### src/rtl/snake_pattern_monitor.sv
// snake_pattern_monitor
// Watches the 8-bit snake LED pattern bus, decodes each pattern to its step
// index and locks onto the 10-step sequence. Steps 4/7, 5/8 and 6/9 share
// bus values, so the step is resolved from the expected next position rather
// than from the value alone. Reports out-of-order patterns, bus stalls, an
// error count and a count of completed sequences.

module snake_pattern_monitor #(
  parameter int TIMEOUT = 33554432,  // cycles without a bus change before lock is dropped
  parameter int TO_W    = 26         // idle counter width, must hold TIMEOUT
) (
  input  logic       clk,
  input  logic       reset,
  input  logic [7:0] pat_in,
  output logic       locked,
  output logic [3:0] step,
  output logic       err_seq,
  output logic       err_timeout,
  output logic [7:0] err_count,
  output logic [7:0] cycle_count
);

  typedef enum logic {
    ST_HUNT   = 1'b0,
    ST_LOCKED = 1'b1
  } state_t;

  localparam logic [7:0]      PAT_STEP0 = 8'b0001_1111;
  localparam logic [TO_W-1:0] IDLE_LAST = TO_W'(TIMEOUT - 1);

  // Bus value the generator drives for a given step; 0x00 for anything else,
  // which never matches because 0x00 is not a legal pattern.
  function automatic logic [7:0] f_pattern(input logic [3:0] s);
    logic [7:0] v;
    case (s)
      4'd0:    v = 8'b0001_1111;
      4'd1:    v = 8'b1110_0101;
      4'd2:    v = 8'b0011_1011;
      4'd3:    v = 8'b1100_1101;
      4'd4:    v = 8'b0111_0011;
      4'd5:    v = 8'b1000_1111;
      4'd6:    v = 8'b1011_0101;
      4'd7:    v = 8'b0111_0011;
      4'd8:    v = 8'b1000_1111;
      4'd9:    v = 8'b1011_0101;
      default: v = 8'h00;
    endcase
    return v;
  endfunction

  state_t          r_state, w_state_next;
  logic [7:0]      r_pat_d1, r_pat_d2;
  logic [TO_W-1:0] r_idle, w_idle_next;
  logic [3:0]      r_step, w_step_next;
  logic            r_err_seq, w_err_seq_next;
  logic            r_err_timeout, w_err_timeout_next;
  logic [7:0]      r_err_count, w_err_count_next;
  logic [7:0]      r_cycle_count, w_cycle_count_next;

  logic            w_chg;
  logic [3:0]      w_exp;
  logic            w_exp_match;
  logic [7:0]      w_err_count_inc;

  // A new bus value shows up as a difference across the two-stage pipe.
  assign w_chg           = (r_pat_d1 != r_pat_d2);
  assign w_exp           = (r_step == 4'd9) ? 4'd0 : r_step + 4'd1;
  assign w_exp_match     = (r_pat_d1 == f_pattern(w_exp));
  assign w_err_count_inc = (r_err_count == 8'hFF) ? 8'hFF : r_err_count + 8'd1;

  // Input pipe: two register stages on the observed bus.
  always_ff @(posedge clk) begin
    if (reset) begin
      r_pat_d1 <= 8'h00;
      r_pat_d2 <= 8'h00;
    end else begin
      r_pat_d1 <= pat_in;
      r_pat_d2 <= r_pat_d1;
    end
  end

  // State, counters and registered outputs.
  always_ff @(posedge clk) begin
    if (reset) begin
      r_state       <= ST_HUNT;
      r_idle        <= '0;
      r_step        <= 4'd0;
      r_err_seq     <= 1'b0;
      r_err_timeout <= 1'b0;
      r_err_count   <= 8'h00;
      r_cycle_count <= 8'h00;
    end else begin
      r_state       <= w_state_next;
      r_idle        <= w_idle_next;
      r_step        <= w_step_next;
      r_err_seq     <= w_err_seq_next;
      r_err_timeout <= w_err_timeout_next;
      r_err_count   <= w_err_count_next;
      r_cycle_count <= w_cycle_count_next;
    end
  end

  // Next-state logic: hunt for step 0, then follow the sequence; a bus change
  // takes priority over a stall timeout landing on the same cycle.
  always_comb begin
    w_state_next       = r_state;
    w_idle_next        = r_idle;
    w_step_next        = r_step;
    w_err_seq_next     = 1'b0;
    w_err_timeout_next = 1'b0;
    w_err_count_next   = r_err_count;
    w_cycle_count_next = r_cycle_count;

    case (r_state)
      ST_HUNT: begin
        w_idle_next = '0;
        w_step_next = 4'd0;
        if (w_chg && (r_pat_d1 == PAT_STEP0)) begin
          w_state_next = ST_LOCKED;
        end
      end

      ST_LOCKED: begin
        if (w_chg) begin
          w_idle_next = '0;
          if (w_exp_match) begin
            w_step_next = w_exp;
            if (w_exp == 4'd0) begin
              w_cycle_count_next = r_cycle_count + 8'd1;
            end
          end else begin
            w_err_seq_next   = 1'b1;
            w_err_count_next = w_err_count_inc;
            w_step_next      = 4'd0;
            // A stray step-0 pattern resynchronises instead of dropping lock.
            if (r_pat_d1 != PAT_STEP0) begin
              w_state_next = ST_HUNT;
            end
          end
        end else if (r_idle == IDLE_LAST) begin
          w_err_timeout_next = 1'b1;
          w_err_count_next   = w_err_count_inc;
          w_state_next       = ST_HUNT;
          w_step_next        = 4'd0;
          w_idle_next        = '0;
        end else begin
          w_idle_next = r_idle + TO_W'(1);
        end
      end

      default: begin
        w_state_next = ST_HUNT;
        w_idle_next  = '0;
        w_step_next  = 4'd0;
      end
    endcase
  end

  assign locked      = (r_state == ST_LOCKED);
  assign step        = r_step;
  assign err_seq     = r_err_seq;
  assign err_timeout = r_err_timeout;
  assign err_count   = r_err_count;
  assign cycle_count = r_cycle_count;

endmodule

### config.mk
export PLATFORM = sky130hd
export DESIGN_NAME = snake_pattern_monitor
export DESIGN_NICKNAME = d
export VERILOG_FILES = /design/src/rtl/snake_pattern_monitor.sv
export SDC_FILE = /design/constraint.sdc
export NUM_CORES = 1
export LEC_CHECK = 0
export CAP_MARGIN = 5
export CORE_ASPECT_RATIO = 1.2
export CORE_MARGIN = 2
export CORE_UTILIZATION = 25
export CTS_BUF_LIST = sky130_fd_sc_hd__clkbuf_8 sky130_fd_sc_hd__clkbuf_16
export DETAILED_ROUTE_END_ITERATION = 16
export HOLD_SLACK_MARGIN = 0.15
export REMOVE_ABC_BUFFERS = 1
export SKIP_LAST_GASP = 1
export SYNTH_ARGS = -nofsm -noshare
export SYNTH_HDL_FRONTEND = slang
export SYNTH_SLANG_ARGS = --single-unit
### constraint.sdc
create_clock -name clk -period 3.7 [get_ports clk]
set_input_delay 0.37 -clock clk [delete_from_list [all_inputs] [get_ports clk]]
set_output_delay 0.37 -clock clk [all_outputs]
set_load 0.02 [all_outputs]
* Word-level counts from Yosys, hierarchy flattened
Memory sizes are Yosys's and may differ from the RTL's.
Index checks and enable logic that the tools add are counted.
** Word-level totals
- Logic and storage cells :: 52
- Memory bits (writable) :: 0
- Flip-flop bits (word level) :: 65
- Bits of input ports :: 10
- Memory bits (read-only) :: 128
- Output and inout bits :: 23
- Latch bits :: 0
- Memories kept :: 1
** Cells by class
- Shift operators :: 0
- Reduce and logical (&&, ||, !) cells :: 7
- Add/sub/neg operators :: 4
- Divide/modulo/power cells :: 0
- Multipliers :: 0
- Eq/ne operators :: 9
- Mux-type cells :: 20
- Magnitude comparators :: 0
- Bitwise gates (word level) :: 2
** Memory list
- (no name shown) :: words 16, width 8, read ports 1, clocked after memory_dff 0, wr ports 0, RTL line 35 : case (s)
** Operator list (count)
- 26-bit two-way mux :: 2
- 26-bit case mux with 2 select lines :: 1
- 8-bit two-way mux :: 4
- 26-bit by 1-bit adder with 26-bit output, second input constant :: 1
- 26-bit by 25-bit equality test with 1-bit output, second input constant :: 1
- 8-bit by 1-bit adder with 8-bit output, second input constant :: 2
- 4-bit two-way mux :: 4
- 8-bit by 5-bit equality test with 1-bit output, second input constant :: 1
- 8-bit equality test :: 1
- 8-bit equality test, second input constant :: 1
- 8-bit by 5-bit != test with 1-bit output, second input constant :: 1
- 8-bit != test :: 1
- 4-bit case mux with 2 select lines :: 1
- 1-bit two-way mux :: 7
- 3-bit OR reduction :: 2
- 4-bit by 1-bit adder with 4-bit output, second input constant :: 1
- 4-bit equality test, second input constant :: 1
- 4-bit zero test :: 1
- 4-bit AND reduction :: 1
- 3-bit by 1-bit != test with 1-bit output, second input constant :: 1
- 3-bit AND reduction :: 1
- 2-bit != test, second input constant :: 1
- 1-bit NOT :: 2
- 1-bit case mux with 2 select lines :: 1
- 2 further kinds :: 2

* Depth between registers and ports, before layout
An unclocked memory read counts as a cell.
- Depth after elaboration :: 7
- Gate-level depth with buffers :: 14

* Least setup slack after synthesis
OpenSTA, ideal clock, no wires.
- Path kind :: flip-flop to flip-flop
- Start :: reg r_step[0], in the netlist step[0]
- End :: reg r_cycle_count[7], in the netlist cycle_count[7]
- Stages on the path, launching flop included :: 14
- Path slack :: 552 ps
- Arrival time :: 3019 ps
- Period minus slack after synthesis :: 3148 ps
- Cell sequence :: dfxtp_1 inv_1 ha_1 o21ai_0 ha_1 nand2b_1 a221o_1 o211ai_1 nand3_1 a222oi_1 nand3_1 buf_6 o311ai_4 o41ai_2
** Between the ends
- Longest elaborated chain between the ends :: 5
- Elaborated cells on any way between the ends :: 7
- Classes of those cells :: add/sub: 1; eq/ne: 2; mux: 1; reduce/logical: 2; memory: 1
** RTL lines
- start, declared :: RTL line 54 : logic [3:0] r_step, w_step_next;
- start signal, assigned :: RTL line 95 : r_step <= w_step_next;
- 4-bit by 1-bit adder with 4-bit output or 4-bit equality test (tied branches) :: RTL line 67 : assign w_exp = (r_step == 4'd9) ? 4'd0 : r_step + 4'd1;
- 4-bit two-way mux * :: RTL line 67
- memory 16 x 8 bit
- 8-bit equality test :: RTL line 68 : assign w_exp_match = (r_pat_d1 == f_pattern(w_exp));
- 4-bit AND reduction (no source line) *
- end signal, assigned :: RTL line 99 : r_cycle_count <= w_cycle_count_next;
- end, declared :: RTL line 58 : logic [7:0] r_cycle_count, w_cycle_count_next;
Every way passes the cells marked *; elsewhere a longest branch is shown, timed or not.
A chain may end at the register's enable or synchronous reset.

* Worst setup path in the final report
- Start :: reg r_step[1], in the netlist step[1]
- End :: reg r_cycle_count[4], in the netlist cycle_count[4]
Same word-level chain as after synthesis.

==> summary.txt <==
Outcome
  • Run status: finished, final reports clean

Pwr
  • Switching power total: between 0.3 and 0.4 mW
  • Comb power frac: 2.9%
  • Clock share of power: 54.6%
  • Power per cell area: 402 nW/um2
  • Switching share of power: around a fifth
  • P_int: 1.34 mW
  • Register share of total power: 42.5%
  • Peak supply drop: ~0.31 mV
  • Final Total Pwr: 1.69 mW
  • P_leak: 1.50 nW

Synth
  • Post-synth ARST share: 0%
  • Netlist cell types: 59
  • Avg Cell Area, Syn: 8.89 um2
  • Sequential-to-total area share from yosys stat: a little under two fifths
  • Synthesis warning total: 0
  • Adder-cell share of the synthesized area: 3.31%
  • Post-Syn Area: 3400 um2
  • Cells after Synth: roughly 380
  • #FFs+latches synth: 65
  • Post-synthesis mux area share: 1.91%
  • Compound-gate portion of the synthesized area: roughly 16%
  • Post-synthesis xor/xnor area fraction: 9.78%
  • Top FF cell, synth: dfxtp_1
  • Largest family of logic cells by synthesized area: simple AND/OR/NAND/NOR gates
  • Post-Synth Simple-Gate Area: between 20% and 30%
  • EDFF count, synth: 0

Clock network
  • H-tree depth: 3
  • CTS root buf: clkbuf_16
  • CTS Sinks: 65
  • CTS tree: done
  • Clock Latency Late Sink: 0.33 ns
  • CTS buffer count: 9
  • CTS Buffer Depth: 2
  • Reg clk slew, reported paths: roughly 0.060 ns
  • CTS Hold Bufs: 0

Routing
  • 1st-iter DRT viols: between 90 and 100
  • Vias/cell: 4.84
  • Detail Route Antenna Nets: 0
  • Vias: 2837
  • Final WL: 7540 um
  • Routed len/inst: 12.9 um
  • # DRC: 0
  • Detailed Routing Iterations Pass 1: 4

Finish
  • Final std cells w/o fill: 586
  • Multi-input gate area: 1960 um2
  • Area delta synth->final: 23.5%
  • Fin util: 31.8%
  • Leading cell type in the layout, fill and taps excluded: dfxtp_1
  • Most frequent cells in the layout: 63 x dfxtp_1, 50 x nor2_1, 32 x clkdlybuf4s50_1
  • Register Area: around 1300 um2
  • ANT cells: 0
  • Fraction of layout cells with a size suffix above 1: approximately 11%
  • Filler cell count: roughly 1400
  • Post-layout nets: 432

Place
  • DP Wirelength: 5450 um
  • Placed cell count: 570
  • Port bufs: 32
  • GPL Wtd Cong: between 0.9 and 1

Hold path
  • Hold Startpoint: r_idle[0]
  • Hold depth: 1
  • Worst Hold Class: reg2reg
  • Hold Path Sink: r_idle[0]

STA
  • Fin. max-slew vios: 0
  • Final setup viols: 0
  • Final min period: between 3 and 4 ns
  • Worst-margin pin slew: 0.619 ns
  • Slew headroom: between 50% and 60%
  • Final period util: 88.8%
  • Setup TNS: 0 ns
  • Hold WS: ~0.46 ns
  • Final Hold Violating Endpoints: 0
  • RSZ-0062 raised after global routing: false
  • Clk_skew: approximately 0.01 ns
  • Fmax: 304 MHz

GRT
  • Congestion Overflow GR: 0
  • First-pass GRT wire length: roughly 13000 um
  • Global-route met3 utilization: 2.67%
  • Met1 usage: 12.1%
  • Antenna violations before repair: 0
  • Vias in the first global route: 2733
  • GRT Total Usage: 10.5%
  • GR Util met2: 18.2%
  • Top Usage Layer GRT: met2
  • Largest net degree at the start of global routing: 24

Worst setup path
  • Reg2reg end: cycle_count[4]
  • Worst stage delay on the critical path: between 0.4 and 0.5 ns
  • Reg2Reg Setup Slack: slightly above 0.4 ns
  • Crit-path cells: inv_1 -> ha_1 -> nand2_1 -> o21ai_1 -> ha_1 -> nand2b_1 -> a221o_1 -> o211ai_1 -> nand3_1 -> a222oi_1 -> nand3_1 -> buf_4 -> or4_1 -> nand2_1
  • CP endpoint kind: register
  • CP startpoint: step[1]
  • Buf+Inv Stages, Crit Path: 2
  • Worst Path Arrival: 3.56 ns
  • Delay-heaviest family, CP: simple AND/OR/NAND/NOR gates
  • Reg2Reg Depth: 14
  • Crit Path Class: reg2reg
  • Worst setup SP type: register
  • R2r startpoint: step[1]
  • CP max FO: 13
  • Worst EP required: about 4.0 ns
  • Slowest CP cell: or4_1

Floorplan
  • # IOs: 33
  • Initial Utilization: about a quarter
  • Die Y: around 130 um
  • Die W: 111 um
  • Cell row count: 46
  • Core area: 13200 um2
  • DIE AREA: 14600 um2

Job
  • Max_cap viols: 0
-- power by group through the flow --
stage               Sequential, mW  Combinational, mW  Clock (mW)
global placement             0.733             0.0474           0
global route                 0.719             0.0533       0.975
floorplan                    0.730             0.0275           0
finish                       0.718             0.0490       0.922
CTS                          0.718             0.0492       0.944
detailed placement           0.733             0.0484           0
-- flip-flops by register name, summed over array words and instances, names as in the netlist --
register,count
err_seq,1
locked,1
err_timeout,1
step,4
r_pat_d2,8
r_idle,26
r_pat_d1,8
err_count,8
cycle_count,8
-- logic make-up (layout without fill, tap and decap cells) --
family | Yosys count | in the layout
AND/OR/NAND/NOR | 177 | 177
AO/OA/AOI/OAI | 59 | 59
XOR/XNOR | 38 | 38
flip-flops | 65 | 65
adder cells (fa/ha/maj) | 9 | 9
buffers and inverters | 30 | 65
multiplexers | 5 | 5
-- repair_timing --
| action | in CTS | in global routing |
|---|---|---|
| resized for setup | 0 | 4 |
| endpoints found under the setup margin | 0 | 6 |
| buffers inserted | 0 | 0 |
-- Yosys cell counts (5+ instances only) --
cell | number | area share (%)
nor4_1 | 5 | 0.92
nand4_1 | 14 | 2.6
and3_1 | 8 | 1.5
dfxtp_1 | 65 | 38
nand2_1 | 26 | 2.9
nor2_1 | 50 | 5.5
o21ai_0 | 9 | 1.3
xnor2_1 | 14 | 3.6
and4_1 | 5 | 1.3
xor2_1 | 24 | 6.2
a21oi_1 | 6 | 0.88
ha_1 | 9 | 3.3
nand3_1 | 21 | 3.1
inv_1 | 13 | 1.4
nor2b_1 | 18 | 3.3
clkbuf_1 | 12 | 1.3
-- how the worst max path moves through the flow --
stage / endpoint / slack [ns] / depth (start not counted)
final: cycle_count[4] / 0.41 / 14
after global routing: cycle_count[4] / 0.08 / 14
after CTS: cycle_count[4] / 0.33 / 14
after detailed placement: cycle_count[4] / 0.35 / 13
after global placement: cycle_count[4] / 0.47 / 13
after floorplan: cycle_count[3] / 0.21 / 12
-- metal layers --
metal / vias to the layer above / wire [um]
li1: 1424 / -
met1: 1331 / 3330
met2: 62 / 3710
met3: 20 / 274
met4: 0 / 221
met5: - / 0
-- per-stage QoR --
stage          setup WS (ns)  instance area, um2
2_1_floorplan          0.208                3310
3_3_place_gp           0.469                3870
3_5_place_dp           0.353                3870
4_1_cts                0.334                4200
5_1_grt               0.0835                4200
6_report               0.414                4200
-- cell type report --
| cell class | count | share of cell area, % |
|---|---|---|
| inverter | 13 | 1.16 |
| tap | 168 | 5.00 |
| clock buffer | 10 | 5.68 |
| timing repair buffer | 36 | 8.33 |
| multi-input combinational | 288 | 46.7 |
| sequential | 65 | 31.0 |
| clock inverter | 6 | 2.11 |
Power figures use the tool's default switching activity.
